===== config.mk =====
export PLATFORM = sky130hd
export DESIGN_NAME = instr_encoder
export DESIGN_NICKNAME = d
export VERILOG_FILES = /design/src/rtl/instr_encoder.sv
export SDC_FILE = /design/constraint.sdc
export NUM_CORES = 1
export LEC_CHECK = 0
export ABC_AREA = 1
export CAP_MARGIN = 15
export CORE_ASPECT_RATIO = 1.75
export CORE_MARGIN = 2
export CORE_UTILIZATION = 45
export CTS_CLUSTER_SIZE = 10
export DETAILED_ROUTE_END_ITERATION = 10
export GPL_TIMING_DRIVEN = 1
export PLACE_DENSITY_LB_ADDON = 0.1
export SYNTH_ARGS = -nofsm -noshare
export SYNTH_HDL_FRONTEND = slang
export SYNTH_SLANG_ARGS = --single-unit

===== constraint.sdc =====
create_clock -name clk -period 3.59 [get_ports clk]
set_input_delay 0.359 -clock clk [delete_from_list [all_inputs] [get_ports clk]]
set_output_delay 0.359 -clock clk [all_outputs]
set_load 0.01 [all_outputs]

===== src/rtl/instr_encoder.sv =====
// instr_encoder: packs symbolic RV32I-subset instructions into 32-bit machine
// words and writes them to consecutive instruction-memory byte addresses.
// Ports:
//   clk, rst_n (sync, active-low), clear (sync restart)
//   in_valid/in_ready handshake with op, rd, rs1, rs2, imm
//   mem_we/mem_addr/mem_wdata memory write port
//   count (words written), full (count == DEPTH), err (1-cycle reject pulse)
module instr_encoder #(
  parameter int unsigned DEPTH     = 256,
  parameter logic [31:0] BASE_ADDR = 32'h0
) (
  input  logic                     clk,
  input  logic                     rst_n,
  input  logic                     clear,
  input  logic                     in_valid,
  output logic                     in_ready,
  input  logic [4:0]               op,
  input  logic [4:0]               rd,
  input  logic [4:0]               rs1,
  input  logic [4:0]               rs2,
  input  logic [31:0]              imm,
  output logic                     mem_we,
  output logic [31:0]              mem_addr,
  output logic [31:0]              mem_wdata,
  output logic [$clog2(DEPTH):0]   count,
  output logic                     full,
  output logic                     err
);

  localparam int unsigned CW = $clog2(DEPTH) + 1;

  localparam logic [6:0] OPC_R   = 7'b0110011;
  localparam logic [6:0] OPC_I   = 7'b0010011;
  localparam logic [6:0] OPC_LD  = 7'b0000011;
  localparam logic [6:0] OPC_ST  = 7'b0100011;
  localparam logic [6:0] OPC_BR  = 7'b1100011;
  localparam logic [6:0] OPC_JAL = 7'b1101111;
  localparam logic [6:0] OPC_JR  = 7'b1100111;
  localparam logic [6:0] OPC_LUI = 7'b0110111;

  typedef enum logic [1:0] {S_IDLE, S_ENC, S_WRITE, S_FULL} state_t;

  state_t          r_state, w_state_nxt;
  logic [4:0]      r_op, r_rd, r_rs1, r_rs2;
  logic [31:0]     r_imm;
  logic            r_we, r_full, r_err;
  logic [31:0]     r_addr, r_wdata;
  logic [CW-1:0]   r_count;

  logic            w_we_nxt, w_full_nxt, w_err_nxt, w_cap;
  logic [31:0]     w_addr_nxt, w_wdata_nxt;
  logic [CW-1:0]   w_count_nxt;
  logic [31:0]     w_word;
  logic            w_ok;
  logic            w_i_ok, w_sh_ok, w_b_ok, w_j_ok, w_u_ok;

  // Immediate range checks on the captured two's-complement value
  assign w_i_ok  = (r_imm[31:11] == '0) || (r_imm[31:11] == '1);
  assign w_sh_ok = (r_imm[31:5] == '0);
  assign w_b_ok  = ((r_imm[31:12] == '0) || (r_imm[31:12] == '1)) && !r_imm[0];
  assign w_j_ok  = ((r_imm[31:20] == '0) || (r_imm[31:20] == '1)) && !r_imm[0];
  assign w_u_ok  = (r_imm[11:0] == '0);

  // Encoder: machine word and validity for the captured instruction
  always_comb begin
    w_word = '0;
    w_ok   = 1'b0;
    case (r_op)
      5'd0:  begin w_word = {7'b0000000, r_rs2, r_rs1, 3'b000, r_rd, OPC_R}; w_ok = 1'b1; end
      5'd1:  begin w_word = {7'b0100000, r_rs2, r_rs1, 3'b000, r_rd, OPC_R}; w_ok = 1'b1; end
      5'd2:  begin w_word = {7'b0000000, r_rs2, r_rs1, 3'b110, r_rd, OPC_R}; w_ok = 1'b1; end
      5'd3:  begin w_word = {7'b0000000, r_rs2, r_rs1, 3'b111, r_rd, OPC_R}; w_ok = 1'b1; end
      5'd4:  begin w_word = {7'b0000000, r_rs2, r_rs1, 3'b001, r_rd, OPC_R}; w_ok = 1'b1; end
      5'd5:  begin w_word = {7'b0000000, r_rs2, r_rs1, 3'b010, r_rd, OPC_R}; w_ok = 1'b1; end
      5'd6:  begin w_word = {7'b0000000, r_rs2, r_rs1, 3'b101, r_rd, OPC_R}; w_ok = 1'b1; end
      5'd7:  begin w_word = {r_imm[11:0], r_rs1, 3'b000, r_rd, OPC_I}; w_ok = w_i_ok; end
      5'd8:  begin w_word = {7'b0000000, r_imm[4:0], r_rs1, 3'b001, r_rd, OPC_I}; w_ok = w_sh_ok; end
      5'd9:  begin w_word = {r_imm[11:0], r_rs1, 3'b010, r_rd, OPC_I}; w_ok = w_i_ok; end
      5'd10: begin w_word = {7'b0000000, r_imm[4:0], r_rs1, 3'b101, r_rd, OPC_I}; w_ok = w_sh_ok; end
      5'd11: begin w_word = {r_imm[11:0], r_rs1, 3'b110, r_rd, OPC_I}; w_ok = w_i_ok; end
      5'd12: begin w_word = {r_imm[11:0], r_rs1, 3'b111, r_rd, OPC_I}; w_ok = w_i_ok; end
      5'd13: begin w_word = {r_imm[11:0], r_rs1, 3'b010, r_rd, OPC_LD}; w_ok = w_i_ok; end
      5'd14: begin w_word = {r_imm[11:5], r_rs2, r_rs1, 3'b010, r_imm[4:0], OPC_ST}; w_ok = w_i_ok; end
      5'd15: begin w_word = {r_imm[12], r_imm[10:5], r_rs2, r_rs1, 3'b000, r_imm[4:1], r_imm[11], OPC_BR}; w_ok = w_b_ok; end
      5'd16: begin w_word = {r_imm[12], r_imm[10:5], r_rs2, r_rs1, 3'b001, r_imm[4:1], r_imm[11], OPC_BR}; w_ok = w_b_ok; end
      5'd17: begin w_word = {r_imm[12], r_imm[10:5], r_rs2, r_rs1, 3'b100, r_imm[4:1], r_imm[11], OPC_BR}; w_ok = w_b_ok; end
      5'd18: begin w_word = {r_imm[12], r_imm[10:5], r_rs2, r_rs1, 3'b101, r_imm[4:1], r_imm[11], OPC_BR}; w_ok = w_b_ok; end
      5'd19: begin w_word = {r_imm[20], r_imm[10:1], r_imm[11], r_imm[19:12], r_rd, OPC_JAL}; w_ok = w_j_ok; end
      5'd20: begin w_word = {r_imm[11:0], r_rs1, 3'b000, r_rd, OPC_JR}; w_ok = w_i_ok; end
      5'd21: begin w_word = {r_imm[31:12], r_rd, OPC_LUI}; w_ok = w_u_ok; end
      default: begin w_word = '0; w_ok = 1'b0; end
    endcase
  end

  // Ready is combinational so a clear blocks the handshake in the same cycle
  assign in_ready = (r_state == S_IDLE) && !clear;
  assign w_cap    = in_valid && in_ready;

  // Next-state and next-output logic
  always_comb begin
    w_state_nxt = r_state;
    w_we_nxt    = 1'b0;
    w_err_nxt   = 1'b0;
    w_full_nxt  = r_full;
    w_count_nxt = r_count;
    w_addr_nxt  = r_addr;
    w_wdata_nxt = r_wdata;
    if (clear) begin
      w_state_nxt = S_IDLE;
      w_full_nxt  = 1'b0;
      w_count_nxt = '0;
      w_addr_nxt  = BASE_ADDR;
    end else begin
      case (r_state)
        S_IDLE: if (w_cap) w_state_nxt = S_ENC;
        S_ENC: begin
          if (w_ok) begin
            w_wdata_nxt = w_word;
            w_we_nxt    = 1'b1;
            w_state_nxt = S_WRITE;
          end else begin
            w_err_nxt   = 1'b1;
            w_state_nxt = S_IDLE;
          end
        end
        S_WRITE: begin
          w_count_nxt = r_count + CW'(1);
          w_addr_nxt  = r_addr + 32'd4;
          if (r_count + CW'(1) == CW'(DEPTH)) begin
            w_full_nxt  = 1'b1;
            w_state_nxt = S_FULL;
          end else begin
            w_state_nxt = S_IDLE;
          end
        end
        S_FULL:  w_state_nxt = S_FULL;
        default: w_state_nxt = S_IDLE;
      endcase
    end
  end

  // State and output registers
  always_ff @(posedge clk) begin
    if (!rst_n) begin
      r_state <= S_IDLE;
      r_we    <= 1'b0;
      r_err   <= 1'b0;
      r_full  <= 1'b0;
      r_count <= '0;
      r_addr  <= BASE_ADDR;
      r_wdata <= '0;
      r_op    <= '0;
      r_rd    <= '0;
      r_rs1   <= '0;
      r_rs2   <= '0;
      r_imm   <= '0;
    end else begin
      r_state <= w_state_nxt;
      r_we    <= w_we_nxt;
      r_err   <= w_err_nxt;
      r_full  <= w_full_nxt;
      r_count <= w_count_nxt;
      r_addr  <= w_addr_nxt;
      r_wdata <= w_wdata_nxt;
      if (w_cap) begin
        r_op  <= op;
        r_rd  <= rd;
        r_rs1 <= rs1;
        r_rs2 <= rs2;
        r_imm <= imm;
      end
    end
  end

  // A clear during the write cycle drops the word at the memory port
  assign mem_we    = r_we && !clear;
  assign mem_addr  = r_addr;
  assign mem_wdata = r_wdata;
  assign count     = r_count;
  assign full      = r_full;
  assign err       = r_err;

endmodule


==> results.md, run 1 <==
- Status: completed
- Minimum clock period: 2.498 ns
- Htree depth: 4
- Peak supply drop: 0.2981 mV
- Worst Setup EP: mem_wdata[24]$_SDFFE_PN0P_
- Top-area cell type share of the netlist area: 40.96%
- Post-synthesis sequential area ratio: 40.96%
- Static leakage: 3.090 nW
- Post-DP HPWL: 13630 um
- Die Height: 159.4 um
- Synth Area in Simple Gates: 33.24%
- DR pass1 iterations: 5
- Class of the most critical setup path: register to register
- Final Instance Count excl. Fillers: 1212
- Commonest non-fill, non-tap cell in the layout: nand2_1
- Compound-gate portion of the synthesized area: 14.15%
- CTS tree: done
- Dominant synthesized flop cell: dfxtp_1
- Leading area contributor after synthesis: dfxtp_1
- Flop2flop setup slack: 1.09 ns
- Final hold vios: 0
- Min-Delay Path Class: register to register
- Placer congestion estimate: 0.9395
- Initial drt markers: 361
- Final worst path period share: 69.59%
- Crit path DAT: 2.84 ns
- Die Span X: 92.78 um
- Setup Viol. Count Final: 0
- Syn_area_per_cell: 6.814 um^2
- CTS max path bufs: 2
- Post-Synth Adder-Cell Area: 0.6047%
- Final nets: 1084
- # rows: 56
- Post-route cell area: 8157 um^2
- Post-synth EDFFs: 0
- Vias in the first global route: 6011
- FFs w/ async S/R, synth: 0%
- Vias: 6279
- Inst Count DP: 1180
- Slowest cell delay on critical path: 0.53 ns
- Worst Setup SP: r_op[4]$_SDFFE_PN0P_
- Layout cells sized above 1: 6.262%
- Worst path slowest cell: dfxtp_1
- Ant. Diodes: 0
- Hold-fix buffers, CTS: 0
- Reg clk slew, reported paths: 0.06 ns
- ANT nets after route: 0
- Cells after Synth: 911
- Synth Cell Area: 6207 um^2
- Gr ovfl total: 0
- Initial antenna violation count: 0
- Worst setup SP type: register
- Synthesis Warnings: 0
- Fin util: 60.63%
- Fmax: 0.4003 GHz
- Die area: 14790 um^2
- WP data required: 3.93 ns
- Main combinational cell family by area after synthesis: simple AND/OR/NAND/NOR gates
- Final setup TNS: 0 ns
- Total track usage: 24.88%
- Clk root buf: clkbuf_16
- Worst Tran Pin Value: 0.8043 ns
- Global-route wire length before repair: 29320 um
- Headroom to the max-slew limit: 46.32%
- Ranking of synthesized cells by area: dfxtp_1 (41%), nand2_1 (14%), a21oi_1 (8.6%)
- Clock tree sinks: 127
- # Max-Cap Violations: 0
- Placement Cell Area: 7582 um^2
- R2R cell count: 12
- Multiplexer share of the synthesized area: 0%
- RSZ-0062 raised after global routing: false
- Yosys reg bits: 127
- Post-CTS Setup Repair Bufs: 0
- Setup WS post-layout: 1.092 ns
- Pin count of the biggest net entering global routing: 78
- Total wire length: 18020 um
- PortBufs: 130
- CP Cell Sequence: inv_4, nand2_1, nor2_1, nand2_1, nand2_1, nor2_4, nand2_1, nor2_2, nand3_4, nand3_4, nand2_1, a21oi_1
- Cell Pwr Density: 433.0 nW/um^2
- Vias per inst: 5.181
- Layout area overhead: 31.40%
- DRC Markers: 0
- I/O pin cnt: 133
- Fin Clk Skew: 0.009404 ns
- Most frequent CP cell: nand2_1
- Dpl ws: 1.113 ns
- TritonCTS buffer count: 17
- Worst skew pair latency: 0.41 ns
- Reg-to-Reg End: mem_wdata[24]$_SDFFE_PN0P_
- Starting Density: 46.14%
- Pins Over Slew Limit: 0
- Post-synthesis xor/xnor area fraction: 2.258%
- Floorplan Core Area: 13450 um^2
- Min Hold Slack: 0.4643 ns
- Setup crit end kind: register
- Critical Path Fanout Max: 34
- CTS resizes: 0
- RR Startpoint: r_op[4]$_SDFFE_PN0P_
- Distinct cells, synth: 36
- Most frequent cells in the layout: nand2_1 (225), clkdlybuf4s50_1 (130), dfxtp_1 (127)
- Wirelength per Cell: 14.87 um
- Overall power: 3.532 mW
worst max-delay path: cells and delay by family (launching register included):
| family | cells | cell delay, ns |
|---|---|---|
| AND/OR/NAND/NOR | 10 | 1.63 |
| flip-flops | 1 | 0.53 |
| AO/OA/AOI/OAI | 1 | 0.15 |
| buffers and inverters | 1 | 0.11 |
final cells by class:
| type | instances | area [um^2] |
|---|---|---|
| Multi-Input combinational cell | 655 | 3132 |
| Clock buffer | 18 | 439.2 |
| Timing Repair Buffer | 139 | 1369 |
| Clock inverter | 14 | 135.1 |
| Sequential cell | 127 | 2542 |
| Fill cell | 1333 | 5296 |
| Inverter | 85 | 321.6 |
| Tap cell | 174 | 217.7 |
layer usage:
layer  wire (um)  vias up  global-route usage (%)
met3         701       45                   4.212
met4         622        0                   12.10
met1        6744     2856                   26.04
met2        9953      166                   46.64
met5           0        -                       0
li1            -     3212                       -
how the worst min path moves through the flow:
stage                                          start                         end  slack (ns)  cells past startpoint
after detailed placement       r_rs2[2]$_SDFFE_PN0P_       r_rs2[2]$_SDFFE_PN0P_        0.46                      2
after floorplan                 r_rd[4]$_SDFFE_PN0P_        r_rd[4]$_SDFFE_PN0P_        0.44                      2
after CTS                      r_rs2[2]$_SDFFE_PN0P_       r_rs2[2]$_SDFFE_PN0P_        0.47                      2
after global routing      mem_wdata[21]$_SDFFE_PN0P_  mem_wdata[21]$_SDFFE_PN0P_        0.48                      2
final                          r_rs2[2]$_SDFFE_PN0P_       r_rs2[2]$_SDFFE_PN0P_        0.46                      2
after global placement    mem_wdata[12]$_SDFFE_PN0P_  mem_wdata[12]$_SDFFE_PN0P_        0.45                      2
synthesized netlist by cell type, types with 5 or more instances:
cell type  instances
nand3_1           57
nor3_1            18
nand2_1          226
nor2_2             6
xor2_1            12
o21ai_0           47
inv_1             82
dfxtp_1          127
clkbuf_1          31
nand4_1           42
nor2_1            97
buf_4              7
nor2_4             5
a21oi_1          107
power by group:
| group | leakage [nW] | total (mW) | switching, mW | internal [mW] |
|---|---|---|---|---|
| sequential | 1.03 | 1.50 | 0.0451 | 1.45 |
| clock | 0.263 | 1.66 | 0.682 | 0.981 |
| combinational | 1.80 | 0.373 | 0.229 | 0.144 |
| total | 3.09 | 3.53 | 0.956 | 2.58 |
registers in the layout, summed over array words and instances, names as in the netlist:
register,count
count,9
err,1
full,1
mem_addr,30
mem_wdata,31
r_imm,32
r_op,5
r_rd,5
r_rs1,5
r_rs2,5
r_state,2
r_we,1
cell families (layout without fill, tap and decap cells):
logic type	Yosys count	after routing
and+or+nand+nor	464	464
buffers and inverters	130	256
other	1	2
AOI/OAI and AO/OA	170	170
DFF	127	127
xor gates and xnor gates	16	16
adders and majority gates	3	3
Power figures use the tool's default switching activity.
==> run 2, diff against run 1 <==
==> constraint.sdc (replaced) <==
create_clock -name clk -period 2.3 [get_ports clk]
set_input_delay 0.23 -clock clk [delete_from_list [all_inputs] [get_ports clk]]
set_output_delay 0.23 -clock clk [all_outputs]
set_load 0.01 [all_outputs]
==> run 2 against run 1 <==
Cell count rose by 0.74%. Core utilization rose by 0.88 points. Global-route usage rose by 0.45 points. Critical path type unchanged. Largest power group unchanged.
==> results.md, run 2 (same netlist as run 1, synthesis figures left out) <==
- Status: completed
- Pin count of the biggest net entering global routing: 80 (+2.6%)
- Fmax: 0.4502 GHz (+12%)
- Die Span X: 92.78 um (unchanged)
- Pins Over Slew Limit: 0 (unchanged)
- Flop2flop setup slack: 0.08 ns (-1.01 ns)
- Total track usage: 25.33% (+0.45 points)
- Setup Viol. Count Final: 0 (unchanged)
- Worst Setup SP: r_op[3]$_SDFFE_PN0P_
- Ant. Diodes: 0 (unchanged)
- Layout area overhead: 33.32%
- Class of the most critical setup path: register to register
- Headroom to the max-slew limit: 46.63% (+0.31 points)
- Final nets: 1093 (+0.83%)
- Inst Count DP: 1188 (+0.68%)
- # Max-Cap Violations: 0 (unchanged)
- Most frequent cells in the layout: nand2_1 (225), clkdlybuf4s50_1 (130), dfxtp_1 (126)
- Power Internal: 4.245 mW (+65%)
- Top reg by flops: r_imm
- Layout cells sized above 1: 7.163% (+0.90 points)
- GR Layer Usage met3: 3.881% (-0.33 points)
- Setup crit end kind: register
- Setup WS post-layout: 0.07885 ns (-1.013 ns)
- Starting Density: 46.14% (unchanged)
- Worst Tran Pin Value: 0.7997 ns (-0.004587 ns)
- Worst path slowest cell: dfxtp_1
- CTS resizes: 0 (unchanged)
- ANT nets after route: 0 (unchanged)
- Part of the power in registers: 40.9% (-1.4 points)
- Critical Path Fanout Max: 15 (-56%)
- Static leakage: 3.160 nW (+2.3%)
- Clk pwr share: 48.3% (+1.2 points)
- Initial drt markers: 298 (-17%)
- Clock tree sinks: 127 (unchanged)
- WP data required: 2.58 ns (-1.35 ns)
- Top delay family on crit path: simple AND/OR/NAND/NOR gates
- Post-DP HPWL: 14280 um (+4.8%)
- Multi-input logic area: 3144 um^2 (+0.40%)
- Crit path DAT: 2.50 ns (-0.34 ns)
- Placer congestion estimate: 0.9232 (-1.7%)
- DRC Markers: 0 (unchanged)
- Global-route wire length before repair: 29640 um (+1.1%)
- Reg clk slew, reported paths: 0.06 ns (about the same)
- Die area: 14790 um^2 (unchanged)
- Slowest cell delay on critical path: 0.40 ns (-0.13 ns)
- Min-Delay Path Class: input port to register
- Initial antenna violation count: 0 (unchanged)
- Wirelength per Cell: 15.22 um (+2.3%)
- Hold Startpoint: imm[14]
- Sequential Area: 2544 um^2 (about the same)
- RSZ-0062 raised after global routing: true
- Gate power share: 10.8% (+0.2 points)
- Most used routing layer: met2
- Final setup TNS: 0 ns (unchanged)
- Total wire length: 18580 um (+3.1%)
- Post-CTS Setup Repair Bufs: 0 (unchanged)
- DR pass1 iterations: 6 (+1)
- I/O pin cnt: 133 (unchanged)
- Sw Pwr: 1.463 mW (+53%)
- Gr ovfl total: 0 (unchanged)
- Post-route cell area: 8275 um^2 (+1.5%)
- CP Cell Sequence: inv_1, nor2_1, nand2_1, nor2_1, nand2_1, nor2_1, nor2_2, nand3_4, nand3_2, nand2_1, a21oi_1
- Final worst path period share: 96.57% (+27 points)
- Clk root buf: clkbuf_16
- RR Startpoint: r_op[3]$_SDFFE_PN0P_
- Vias in the first global route: 6063 (+0.87%)
- TritonCTS buffer count: 17 (unchanged)
- Die Height: 159.4 um (unchanged)
- # rows: 56 (unchanged)
- Final Instance Count excl. Fillers: 1221 (+0.74%)
- Vias per inst: 5.154 (-0.52%)
- Htree depth: 4 (unchanged)
- CTS max path bufs: 2 (unchanged)
- Vias: 6293 (+0.22%)
- CTS tree: done
- Peak supply drop: 0.3837 mV (+29%)
- Dpl ws: 0.1186 ns (-0.9943 ns)
- Crit path buf inv count: 1 (unchanged)
- Placement Cell Area: 7655 um^2 (+0.96%)
- Final hold vios: 0 (unchanged)
- Commonest non-fill, non-tap cell in the layout: nand2_1
- Met2 Usage GRT: 48.16% (+1.5 points)
- Floorplan Core Area: 13450 um^2 (unchanged)
- Switching Share: 25.64% (-1.4 points)
- Minimum clock period: 2.221 ns (-0.2771 ns)
- Worst skew pair latency: 0.42 ns (about the same)
- Hold-fix buffers, CTS: 0 (unchanged)
- Worst setup SP type: register
- Met1 usage: 26.45% (+0.41 points)
- Fillers: 1320 (-0.98%)
- Cell Pwr Density: 689.8 nW/um^2 (+59%)
- Max FFs per register: 32 (unchanged)
- Fin Clk Skew: 0.008703 ns (-0.0007008 ns)
- PortBufs: 130 (unchanged)
- Overall power: 5.708 mW (+62%)
-- run 2: cell count changes in the layout (fill, tap and decap cells not counted), sizes merged, moves of 2 or more --
| cell | change |
|---|---|
| bufinv | +2 |
| inv | -3 |
| clkinv | +2 |
| clkinvlp | -2 |
| buf | +8 |
-- run 2: power by group through the flow --
| stage | combinational [mW] | clock, mW | sequential (mW) |
|---|---|---|---|
| floorplan | 0.382 | 0 | 2.35 |
| global placement | 0.611 | 0 | 2.38 |
| detailed placement | 0.614 | 0 | 2.38 |
| CTS | 0.616 | 2.79 | 2.33 |
| global route | 0.688 | 2.90 | 2.34 |
| finish | 0.618 | 2.76 | 2.33 |
-- run 2: path summary, 6_finish.rpt --
| path | endpoint | cells past startpoint |
|---|---|---|
| setup / recovery | mem_wdata[17]$_SDFFE_PN0P_ | 11 |
| hold / removal | r_imm[14]$_SDFFE_PN0P_ | 3 |
| setup reg to reg | mem_wdata[17]$_SDFFE_PN0P_ | 11 |
| hold reg to reg | mem_wdata[14]$_SDFFE_PN0P_ | 2 |
-- run 2: worst reg2reg max path, cell delays in order (launching register included) --
cell     delay (ns)
dfxtp_1        0.40
inv_1          0.10
nor2_1         0.17
nand2_1        0.18
nor2_1         0.24
nand2_1        0.08
nor2_1         0.15
nor2_2         0.07
nand3_4        0.12
nand3_2        0.31
nand2_1        0.17
a21oi_1        0.07
-- run 2: cell type report --
class                           instances  area share, %
Timing Repair Buffer                  147          17.42
Inverter                               85          3.886
Tap cell                              174          2.631
Clock buffer                           19          5.352
Clock inverter                         13          1.981
Multi-Input combinational cell        656          38.00
Sequential cell                       127          30.74
-- run 2: routing by layer --
layer | wire [um] | part of all wire [%] | vias to the layer above
li1 | - | - | 3231
met1 | 6807 | 37 | 2854
met2 | 10490 | 56 | 166
met3 | 611 | 3.3 | 42
met4 | 672 | 3.6 | 0
met5 | 0 | 0 | -
-- run 2: metrics by stage --
stage	utilization, %	hold WS (ns)
2_1_floorplan	-	0.3945
3_3_place_gp	56.90	0.4482
3_5_place_dp	56.90	0.4525
4_1_cts	61.41	0.4021
5_1_grt	61.51	0.4006
6_report	61.51	0.4009
==> run 3, diff against run 2 <==
--- a/config.mk
+++ b/config.mk
@@ -10,10 +10,12 @@
 export CORE_ASPECT_RATIO = 1.75
 export CORE_MARGIN = 2
 export CORE_UTILIZATION = 45
+export CTS_BUF_LIST = sky130_fd_sc_hd__clkbuf_8
 export CTS_CLUSTER_SIZE = 10
 export DETAILED_ROUTE_END_ITERATION = 10
 export GPL_TIMING_DRIVEN = 1
 export PLACE_DENSITY_LB_ADDON = 0.1
+export SETUP_SLACK_MARGIN = 0.3
 export SYNTH_ARGS = -nofsm -noshare
 export SYNTH_HDL_FRONTEND = slang
 export SYNTH_SLANG_ARGS = --single-unit
==> run 3 against run 2 <==
Power fell by 11%. Largest power group is now registers. Hold slack got worse by 0.026 ns. Largest cell class unchanged. Die area did not move. Critical path type unchanged. Clock power fell by 26%. First-iteration DRC count rose by 9.4%. Combinational power rose by 13%.
==> results.md, run 3 (same netlist as run 1, synthesis figures left out) <==
- Status: completed
- Multi-input logic area: 3349 um^2 (+6.5%)
- Wirelength per Cell: 15.47 um (+1.7%)
- Gate power share: 13.8% (+3.0 points)
- Fillers: 1296 (-1.8%)
- Max FFs per register: 32 (unchanged)
- Starting Density: 46.14% (unchanged)
- Final nets: 1108 (+1.4%)
- Ant. Diodes: 0 (unchanged)
- Initial drt markers: 326 (+9.4%)
- Headroom to the max-slew limit: 45.81% (-0.81 points)
- # Max-Cap Violations: 0 (unchanged)
- Most frequent cells in the layout: nand2_1 (217), clkdlybuf4s50_1 (129), dfxtp_1 (118)
- Gr ovfl total: 0 (unchanged)
- Die area: 14790 um^2 (unchanged)
- Placement Cell Area: 7655 um^2 (unchanged)
- Switching Share: 27.85% (+2.2 points)
- Minimum clock period: 1.901 ns (-0.3206 ns)
- WP data required: 2.60 ns (+0.02 ns)
- Floorplan Core Area: 13450 um^2 (unchanged)
- CTS max path bufs: 2 (unchanged)
- CTS tree: done
- Pins Over Slew Limit: 0 (unchanged)
- Fin util: 62.71% (+1.2 points)
- Overall power: 5.057 mW (-11%)
- Clock tree sinks: 127 (unchanged)
- Most used routing layer: met2
- Fmax: 0.5262 GHz (+17%)
- Dpl ws: 0.1186 ns (unchanged)
- Placer congestion estimate: 0.9232 (unchanged)
- Sequential Area: 2569 um^2 (+0.98%)
- Reg clk slew, reported paths: 0.08 ns (+0.02 ns)
- Final setup TNS: 0 ns (unchanged)
- Met1 usage: 26.45% (unchanged)
- Final Instance Count excl. Fillers: 1236 (+1.2%)
- TritonCTS buffer count: 17 (unchanged)
- GR Layer Usage met3: 3.833% (-0.047 points)
- Pin count of the biggest net entering global routing: 80 (unchanged)
- Inst Count DP: 1188 (unchanged)
- Final hold vios: 0 (unchanged)
- Worst skew pair latency: 0.44 ns (+0.02 ns)
- DR pass1 iterations: 5 (-1)
- # rows: 56 (unchanged)
- Vias: 6434 (+2.2%)
- Final worst path period share: 82.63% (-14 points)
- Htree depth: 4 (unchanged)
- Global-route wire length before repair: 29640 um (unchanged)
- Layout area overhead: 35.92%
- Crit path DAT: 2.20 ns (-0.30 ns)
- Critical Path Fanout Max: 8 (-7)
- Static leakage: 3.195 nW (+1.1%)
- Worst setup SP type: register
- Worst Tran Pin Value: 0.8119 ns (+0.01220 ns)
- Met2 Usage GRT: 47.83% (-0.33 points)
- Clk root buf: clkbuf_8
- Initial antenna violation count: 0 (unchanged)
- Total track usage: 25.19% (-0.14 points)
- Top reg by flops: r_imm
- Die Height: 159.4 um (unchanged)
- Vias per inst: 5.206 (+1.0%)
- Post-DP HPWL: 14280 um (unchanged)
- Sw Pwr: 1.408 mW (-3.8%)
- Part of the power in registers: 46.1% (+5.2 points)
- DRC Markers: 0 (unchanged)
- Clk pwr share: 40.1% (-8.2 points)
- Setup Viol. Count Final: 0 (unchanged)
- Min Hold Slack: 0.3750 ns (-0.02589 ns)
- Vias in the first global route: 6100 (+0.61%)
- Setup crit end kind: register
- Commonest non-fill, non-tap cell in the layout: nand2_1
- Power Internal: 3.648 mW (-14%)
- Total wire length: 19130 um (+2.9%)
- Cell Pwr Density: 599.4 nW/um^2 (-13%)
- ANT nets after route: 0 (unchanged)
- Fin Clk Skew: 0.01441 ns (+0.005708 ns)
- Class of the most critical setup path: register to register
- Min-Delay Path Class: input port to register
- PortBufs: 130 (unchanged)
- Die Span X: 92.78 um (unchanged)
- Layout cells sized above 1: 12.15% (+5.0 points)
- I/O pin cnt: 133 (unchanged)
- RSZ-0062 raised after global routing: false
- Peak supply drop: 0.3539 mV (-7.8%)
- Setup WS post-layout: 0.3994 ns (+0.3206 ns)
- Post-route cell area: 8437 um^2 (+2.0%)
-- run 3: changes by cell type in the layout (fill, tap and decap cells not counted), sizes merged --
cell           previous run  this run
buf                      17        28
nand3                    61        64
clkdlybuf4s50           130       129
dlygate4sd2               0         1
inv                      86        87
-- run 3: path summary, 6_finish.rpt --
path | slack [ns] | startpoint | endpoint | cells after the start
setup / recovery | 0.40 | r_op[1]$_SDFFE_PN0P_ | mem_wdata[27]$_SDFFE_PN0P_ | 12
hold reg to reg | 0.46 | mem_wdata[12]$_SDFFE_PN0P_ | mem_wdata[12]$_SDFFE_PN0P_ | 2
hold / removal | 0.38 | imm[14] | r_imm[14]$_SDFFE_PN0P_ | 3
setup reg to reg | 0.40 | r_op[1]$_SDFFE_PN0P_ | mem_wdata[27]$_SDFFE_PN0P_ | 12
-- run 3: critical path: stages, from the launching register on --
cell,delay [ns]
dfxtp_4,0.40
inv_2,0.07
nand2_1,0.14
nor2_2,0.08
nand2_1,0.06
nand2_1,0.08
nor2_4,0.12
nand2_1,0.11
nor2_4,0.17
nand3_4,0.17
buf_12,0.18
nand4_1,0.12
a21oi_2,0.07
-- run 3: layer usage --
layer  routed length [um]  vias up
li1                     -     3273
met1                 7036     2925
met2                10700      185
met3                  639       51
met4                  748        0
met5                    0        -
-- run 3: power groups by stage --
stage,logic (mW),clock network (mW),registers (mW)
after floorplan,0.382,0,2.35
after global placement,0.611,0,2.38
after detailed placement,0.614,0,2.38
after CTS,0.633,2.07,2.33
after global routing,0.769,2.15,2.34
final,0.700,2.03,2.33
-- run 3: layout make-up --
type                       count  share of cell area, %
inverter                      85                  3.811
sequential                   127                  30.45
multi-input combinational    659                  39.70
clock inverter                14                  1.987
clock buffer                  18                  2.936
tap                          174                  2.580
timing repair buffer         159                  18.54
-- run 3: what timing repair did --
| action | 4_1_cts | 5_1_grt |
|---|---|---|
| gates cloned | 1 | 4 |
| hold buffers | 0 | 0 |
| setup buffers | 2 | 9 |
| setup endpoints to repair | 35 | 43 |
| gates resized for setup | 14 | 54 |
| pin swaps | 1 | 10 |
